`src/rtl/multiplier_inverse_divider_pkg.sv`:
```
// Shared definitions for the restoring divider.
// Holds the FSM state encoding, the default operand widths and the
// step-counter width (enough bits to count N_W restoring steps).
package div_pkg;

  localparam int N_W_DEF = 4;
  localparam int D_W_DEF = 2;

  // Step-counter width for a given dividend width.
  function automatic int cnt_width(input int n_w);
    return $clog2(n_w + 1);
  endfunction

  localparam int STEP_CNT_W = $clog2(N_W_DEF + 1);

  typedef enum logic [1:0] {
    ST_IDLE = 2'd0,
    ST_BUSY = 2'd1,
    ST_DONE = 2'd2
  } state_t;

endpackage

```
`src/rtl/multiplier_inverse_divider_if.sv`:
```
// Handshake bundle between a producer/consumer and the divider.
//   master : drives in_valid, dividend, divisor, out_ready
//   slave  : drives in_ready, out_valid, quotient, remainder, div_by_zero
interface multiplier_inverse_divider_if #(
  parameter int N_W = 4,
  parameter int D_W = 2
);
  logic           in_valid;
  logic           in_ready;
  logic [N_W-1:0] dividend;
  logic [D_W-1:0] divisor;
  logic           out_valid;
  logic           out_ready;
  logic [N_W-1:0] quotient;
  logic [D_W-1:0] remainder;
  logic           div_by_zero;

  modport master (
    output in_valid, dividend, divisor, out_ready,
    input  in_ready, out_valid, quotient, remainder, div_by_zero
  );

  modport slave (
    input  in_valid, dividend, divisor, out_ready,
    output in_ready, out_valid, quotient, remainder, div_by_zero
  );
endinterface

```
`src/rtl/multiplier_inverse_divider_step.sv`:
```
// divider_step: one combinational restoring-division step.
//   partial_in  [D_W:0]   partial remainder before the step
//   next_bit              next dividend bit (MSB first)
//   divisor     [D_W-1:0] divisor
//   partial_out [D_W:0]   partial remainder after the step
//   q_bit                 quotient bit produced by this step
module divider_step #(
  parameter int D_W = 2
) (
  input  logic [D_W:0]   partial_in,
  input  logic           next_bit,
  input  logic [D_W-1:0] divisor,
  output logic [D_W:0]   partial_out,
  output logic           q_bit
);

  // Keep the shifted value one bit wider so no information is dropped
  // even if partial_in ever carried a set MSB.
  logic [D_W+1:0] shifted;
  logic [D_W:0]   trial;

  assign shifted = {partial_in, next_bit};
  // A non-negative trial difference is the same as shifted >= divisor.
  assign q_bit   = (shifted >= (D_W+2)'(divisor));
  assign trial   = (D_W+1)'(shifted - (D_W+2)'(divisor));

  assign partial_out = q_bit ? trial : shifted[D_W:0];

endmodule

```
`src/rtl/multiplier_inverse_divider.sv`:
```
// Sequential restoring divider with valid/ready handshakes.
//   clk, rst_n : clock and asynchronous active-low reset
//   bus        : slave side of multiplier_inverse_divider_if
// One quotient bit per cycle, dividend MSB first; a zero divisor
// short-circuits to an all-ones quotient with div_by_zero set.
//
// state | meaning
// IDLE  | in_ready = 1, waiting for an operand pair
// BUSY  | running restoring steps (or resolving a zero divisor)
// DONE  | out_valid = 1, result held until out_ready
module multiplier_inverse_divider
  import div_pkg::*;
#(
  parameter int N_W = N_W_DEF,
  parameter int D_W = D_W_DEF
) (
  input logic                          clk,
  input logic                          rst_n,
  multiplier_inverse_divider_if.slave  bus
);

  localparam int CNT_W = cnt_width(N_W);

  state_t         state_q,     state_d;
  logic [N_W-1:0] dividend_q,  dividend_d;
  logic [D_W-1:0] divisor_q,   divisor_d;
  logic [D_W:0]   partial_q,   partial_d;
  logic [CNT_W-1:0] count_q,   count_d;
  logic [N_W-1:0] quotient_q,  quotient_d;
  logic [D_W-1:0] remainder_q, remainder_d;
  logic           dbz_q,       dbz_d;
  logic           in_ready_q,  in_ready_d;
  logic           out_valid_q, out_valid_d;

  logic [D_W:0]   step_partial;
  logic           step_q_bit;

  // Dividend register shifts left each step, so its MSB is always the
  // next bit to bring down.
  divider_step #(.D_W(D_W)) u_step (
    .partial_in  (partial_q),
    .next_bit    (dividend_q[N_W-1]),
    .divisor     (divisor_q),
    .partial_out (step_partial),
    .q_bit       (step_q_bit)
  );

  always_comb begin
    state_d     = state_q;
    dividend_d  = dividend_q;
    divisor_d   = divisor_q;
    partial_d   = partial_q;
    count_d     = count_q;
    quotient_d  = quotient_q;
    remainder_d = remainder_q;
    dbz_d       = dbz_q;

    case (state_q)
      ST_IDLE: begin
        if (bus.in_valid && in_ready_q) begin
          dividend_d  = bus.dividend;
          divisor_d   = bus.divisor;
          partial_d   = '0;
          count_d     = '0;
          quotient_d  = '0;
          remainder_d = '0;
          dbz_d       = 1'b0;
          state_d     = ST_BUSY;
        end
      end

      ST_BUSY: begin
        if (divisor_q == '0) begin
          quotient_d  = '1;
          remainder_d = '0;
          dbz_d       = 1'b1;
          state_d     = ST_DONE;
        end else begin
          partial_d  = step_partial;
          dividend_d = {dividend_q[N_W-2:0], 1'b0};
          quotient_d = {quotient_q[N_W-2:0], step_q_bit};
          count_d    = count_q + CNT_W'(1);
          if (count_q == CNT_W'(N_W - 1)) begin
            // After the last step the partial remainder fits in D_W bits.
            remainder_d = D_W'(step_partial);
            state_d     = ST_DONE;
          end
        end
      end

      ST_DONE: begin
        if (bus.out_ready) state_d = ST_IDLE;
      end

      default: state_d = ST_IDLE;
    endcase

    in_ready_d  = (state_d == ST_IDLE);
    out_valid_d = (state_d == ST_DONE);
  end

  always_ff @(posedge clk or negedge rst_n) begin
    if (!rst_n) begin
      state_q     <= ST_IDLE;
      dividend_q  <= '0;
      divisor_q   <= '0;
      partial_q   <= '0;
      count_q     <= '0;
      quotient_q  <= '0;
      remainder_q <= '0;
      dbz_q       <= 1'b0;
      in_ready_q  <= 1'b1;
      out_valid_q <= 1'b0;
    end else begin
      state_q     <= state_d;
      dividend_q  <= dividend_d;
      divisor_q   <= divisor_d;
      partial_q   <= partial_d;
      count_q     <= count_d;
      quotient_q  <= quotient_d;
      remainder_q <= remainder_d;
      dbz_q       <= dbz_d;
      in_ready_q  <= in_ready_d;
      out_valid_q <= out_valid_d;
    end
  end

  assign bus.in_ready    = in_ready_q;
  assign bus.out_valid   = out_valid_q;
  assign bus.quotient    = quotient_q;
  assign bus.remainder   = remainder_q;
  assign bus.div_by_zero = dbz_q;

endmodule

```
`src/flat_wrapper.sv`:
```
// flat-port wrapper written by rule: the top's interface ports become plain ports
module multiplier_inverse_divider_flat import div_pkg::*;
#(
  parameter int N_W = N_W_DEF,
  parameter int D_W = D_W_DEF
)
  (clk, rst_n, bus_in_valid, bus_dividend, bus_divisor, bus_out_ready, bus_in_ready, bus_out_valid, bus_quotient, bus_remainder, bus_div_by_zero);
  multiplier_inverse_divider_if #(.N_W(N_W), .D_W(D_W)) bus_i ();
  input logic clk;
  input logic rst_n;
  input wire logic [$bits(bus_i.in_valid)-1:0] bus_in_valid;
  input wire logic [$bits(bus_i.dividend)-1:0] bus_dividend;
  input wire logic [$bits(bus_i.divisor)-1:0] bus_divisor;
  input wire logic [$bits(bus_i.out_ready)-1:0] bus_out_ready;
  output wire logic [$bits(bus_i.in_ready)-1:0] bus_in_ready;
  output wire logic [$bits(bus_i.out_valid)-1:0] bus_out_valid;
  output wire logic [$bits(bus_i.quotient)-1:0] bus_quotient;
  output wire logic [$bits(bus_i.remainder)-1:0] bus_remainder;
  output wire logic [$bits(bus_i.div_by_zero)-1:0] bus_div_by_zero;
  assign bus_i.in_valid = bus_in_valid;
  assign bus_i.dividend = bus_dividend;
  assign bus_i.divisor = bus_divisor;
  assign bus_i.out_ready = bus_out_ready;
  assign bus_in_ready = bus_i.in_ready;
  assign bus_out_valid = bus_i.out_valid;
  assign bus_quotient = bus_i.quotient;
  assign bus_remainder = bus_i.remainder;
  assign bus_div_by_zero = bus_i.div_by_zero;
  multiplier_inverse_divider #(.N_W(N_W), .D_W(D_W)) u_core (.clk(clk), .rst_n(rst_n), .bus(bus_i));
endmodule
```
`config.mk`:
```
export PLATFORM = sky130hd
export DESIGN_NAME = multiplier_inverse_divider_flat
export DESIGN_NICKNAME = d
export VERILOG_FILES = /design/src/rtl/multiplier_inverse_divider_pkg.sv /design/src/rtl/multiplier_inverse_divider_if.sv /design/src/rtl/multiplier_inverse_divider_step.sv /design/src/rtl/multiplier_inverse_divider.sv /design/src/flat_wrapper.sv
export SDC_FILE = /design/constraint.sdc
export NUM_CORES = 1
export LEC_CHECK = 0
export CAP_MARGIN = 0
export CORE_MARGIN = 2
export CORE_UTILIZATION = 51
export DETAILED_ROUTE_END_ITERATION = 10
export GPL_TIMING_DRIVEN = 0
export PLACE_DENSITY = 0.89
export SKIP_CTS_REPAIR_TIMING = 1
export SLEW_MARGIN = 20
export SYNTH_ARGS = -nofsm -noshare
export SYNTH_HDL_FRONTEND = slang
export SYNTH_SLANG_ARGS = --single-unit
```
`constraint.sdc`:
```
create_clock -name clk -period 3.2 [get_ports clk]
set_clock_uncertainty 0.15 [all_clocks]
set_input_delay 0.96 -clock clk [delete_from_list [all_inputs] [get_ports clk]]
set_output_delay 0.96 -clock clk [all_outputs]
set_load 0.02 [all_outputs]
```
==> run_results.csv <==
group,metric,value,unit
pwr,clockPowerShare,9.0,%
sta,min_period,2.59,ns
logic_synthesis,synth.mux.area_fraction,10.4,%
global_route,grt_pass1_vias,821,
worst_setup_path,cp.required,2.09,ns
pwr,pwr-share-comb,55.6,%
finish,multiInputGateArea,538,um2
sta,rsz0062_at_grt,"false",
finish,fill_cells,185,
sta,setup_violations,0,
floorplanning,start_util,53.4,%
logic_synthesis,synth_cell_types,33,
pwr,p_int,0.880,mW
worst_setup_path,endpoint_kind,"output port",
worst_setup_path,crit_family,"buffers and inverters",
finish,nets,134,
global_route,globalRouteOverflowTotal,0,
logic_synthesis,synth_top_family_by_area,"compound AO/OA/AOI/OAI gates",
logic_synthesis,synthAdderAreaFrac,6.05,%
logic_synthesis,ys_ff_latch,23,
pwr,p_per_area,1080,mW/mm2
sta,period_share,80.9,%
job,drv_cap,0,
placement,io_buffers,18,
worst_setup_path,path_buf_inv,1,
logic_synthesis,synthCells,96,
floorplanning,num_rows,17,
logic_synthesis,yosys_warnings,0,
pwr,p_total,1.51,mW
drt,antenna_left,0,
finish,final-seq-area,577,um2
clock_network,htreeDepth,1,
worst_setup_path,crit_path_cell_trace,"clkdlybuf4s50_1",
global_route,antenna_found_initial,0,
floorplanning,design.die.area,0.00267,mm2
placement,post_dp_cell_area,0.00137,mm2
worst_setup_path,crit_type,"flip-flop to output port",
sta,worstMarginPinSlew,0.500,ns
logic_synthesis,synth-simple-area-share,8.86,%
sta,hold_slack,0.355,ns
clock_network,cts.sinks,23,
worst_setup_path,critPathMaxFanout,4,
outcome,status,"finished, final reports clean",
clock_network,cts-root-buf,"clkbuf_4",
floorplanning,die_x,51.7,um
pwr,netSwitchingFraction,41.7,%
global_route,grt_usage,18.3,%
finish,syn_to_final_growth,20.4,%
clock_network,cts_buffers,3,
placement,hpwl,1.65,mm
drt,via_count,843,
worst_setup_path,worstSetupStartpointType,"flip-flop",
finish,final_area,0.00140,mm2
finish,n_antenna_cell,0,
sta,fmax,0.386,GHz
sta,max_slew_margin,66.7,%
global_route,grt_max_degree,24,
placement,dp.cells,142,
pwr,vdd_drop_max,0.551,mV
drt,detail_route.wl_per_cell,15.0,um
drt,dr.pass1.iters,5,
drt,vias_per_cell,5.77,
drt,drt_iter0_drc,12,
clock_network,clk_latency,0.31,ns
logic_synthesis,avgSynthCellArea,12.1,um2
logic_synthesis,synth-compound-area-share,20.4,%
global_route,grt_pass1_wl,3.59,mm
clock_network,ctsLongestPathBuffers,2,
pwr,seq_power_share,35.4,%
drt,totalWireLength,2.19,mm
finish,fin_cells,146,
min_path,hp-class,"flip-flop to flip-flop",
clock_network,path_clk_slew,0.13,ns
floorplanning,io_pins,19,
logic_synthesis,seq_area_frac_synth,49.8,%
clock_network,cts_tree,"built",
worst_setup_path,slowest_delay,0.60,ns
floorplanning,dieHeight,51.7,um
worst_setup_path,cp.arrival,1.48,ns
sta,fin_setup_tns,0,ns
floorplanning,core_area,0.00217,mm2
drt,drc,0,
finish,drive_above_1_share,16.9,%
pwr,p_leak,0.597,nW
sta,hold_violations,0,
worst_setup_path,cp_slowest_cell,"clkdlybuf4s50_1",
pwr,p_sw,0.630,mW
sta,drv_slew,0,
logic_synthesis,synth_xor_area_share,0.756,%
logic_synthesis,synth_nets,111,
placement,place_congestion,0.826,
logic_synthesis,netlist_area,0.00116,mm2
==> cell usage in the layout, fill, tap and decap left out, drive strengths merged, types with 2 or more instances in the layout <==
cell | synthesis | final
o21bai | 3 | 3
buf | 4 | 5
inv | 4 | 4
nor3 | 2 | 2
a32o | 2 | 2
a22o | 3 | 3
a21oi | 3 | 3
clkbuf | 0 | 4
o2bb2ai | 6 | 6
nor2 | 7 | 7
dfrtp | 22 | 22
mux2i | 3 | 3
o21ai | 10 | 10
clkdlybuf4s50 | 0 | 17
mux2 | 8 | 8
nand2 | 4 | 4
ha | 4 | 4
==> cells in the mapped netlist, drive strengths merged <==
master | count | area share [%]
nor3 | 2 | 0.86
or4 | 1 | 0.97
ha | 4 | 4.3
a2111oi | 1 | 2.4
dfstp | 1 | 2.3
a32o | 2 | 1.7
mux2 | 8 | 7.8
inv | 4 | 1.3
nor4 | 1 | 0.54
nand2 | 4 | 1.3
nor2b | 1 | 0.54
mux2i | 3 | 2.6
buf | 4 | 2.5
nand2b | 1 | 0.54
xor2 | 1 | 0.76
nor2 | 7 | 2.5
and4bb | 1 | 1.1
fa | 1 | 1.7
a22o | 3 | 2.3
or2 | 1 | 0.54
o21bai | 3 | 2.9
dfrtp | 22 | 48
a211oi | 1 | 0.65
a21oi | 3 | 1.6
o21ai | 10 | 4.3
o2bb2ai | 6 | 4.5
==> layout make-up <==
class / count / area share, %
buffer: 4 / 2.06
multi-input combinational: 65 / 38.6
timing repair buffer: 18 / 12.6
clock buffer: 4 / 1.88
inverter: 4 / 1.08
sequential: 23 / 41.3
tap: 28 / 2.51
==> power by group through the flow <==
stage,clock [mW],combinational (mW),sequential (mW)
5_1_grt,0.151,0.917,0.555
2_1_floorplan,0,0.558,0.575
4_1_cts,0.135,0.845,0.535
6_report,0.136,0.839,0.535
3_5_place_dp,0,0.844,0.542
3_3_place_gp,0,0.808,0.532
==> stage by stage <==
stage               setup slack, ns  utilization, %
floorplan                     0.879               -
global placement              0.653            63.3
detailed placement            0.621            63.3
CTS                           0.611            64.5
global route                  0.544            64.3
finish                        0.610            64.3
==> flip-flops by register name (all words and copies together) (netlist names) <==
signal / cells
u_core.bus.quotient: 4
u_core.divisor_q: 2
u_core.bus.out_valid: 1
u_core.partial_q: 3
u_core.count_q: 3
u_core.bus.remainder: 2
u_core.dividend_q: 4
u_core.bus.in_ready: 1
u_core.state_q: 2
u_core.bus.div_by_zero: 1
==> path summary, 6_finish.rpt <==
| check | from | to | slack [ns] | cells after the start |
|---|---|---|---|---|
| setup / recovery | u_core.bus.in_ready$_DFF_PN1_ | bus_in_ready | 0.61 | 1 |
| hold / removal | u_core.count_q[2]$_DFFE_PN0P_ | u_core.count_q[2]$_DFFE_PN0P_ | 0.35 | 1 |
| setup reg to reg | u_core.divisor_q[0]$_DFFE_PN0P_ | u_core.bus.remainder[1]$_DFFE_PN0P_ | 0.62 | 6 |
| hold reg to reg | u_core.count_q[2]$_DFFE_PN0P_ | u_core.count_q[2]$_DFFE_PN0P_ | 0.35 | 1 |
| max in group asynchronous | rst_n | u_core.bus.in_ready$_DFF_PN1_ | 2.10 | 1 |
| min in group asynchronous | rst_n | u_core.bus.quotient[2]$_DFFE_PN0P_ | 0.44 | 1 |
==> routing by layer <==
metal	vias to the layer above	track usage (%)	wire (um)	share of wire, %
li1	397	-	-	-
met1	410	21.6	951	43
met2	32	33.3	1100	50
met3	4	2.59	113	5.2
met4	0	7.46	28	1.3
met5	-	0	0	0
==> logic make-up (layout without fill, tap and decap cells) <==
kind of cell    Yosys count  after routing
flops                    23             23
mux                      11             11
buf+inv                   8             30
simple gates             19             19
fa+ha+maj                 5              5
xor+xnor                  1              1
compound gates           29             29
Power figures use the tool's default switching activity.
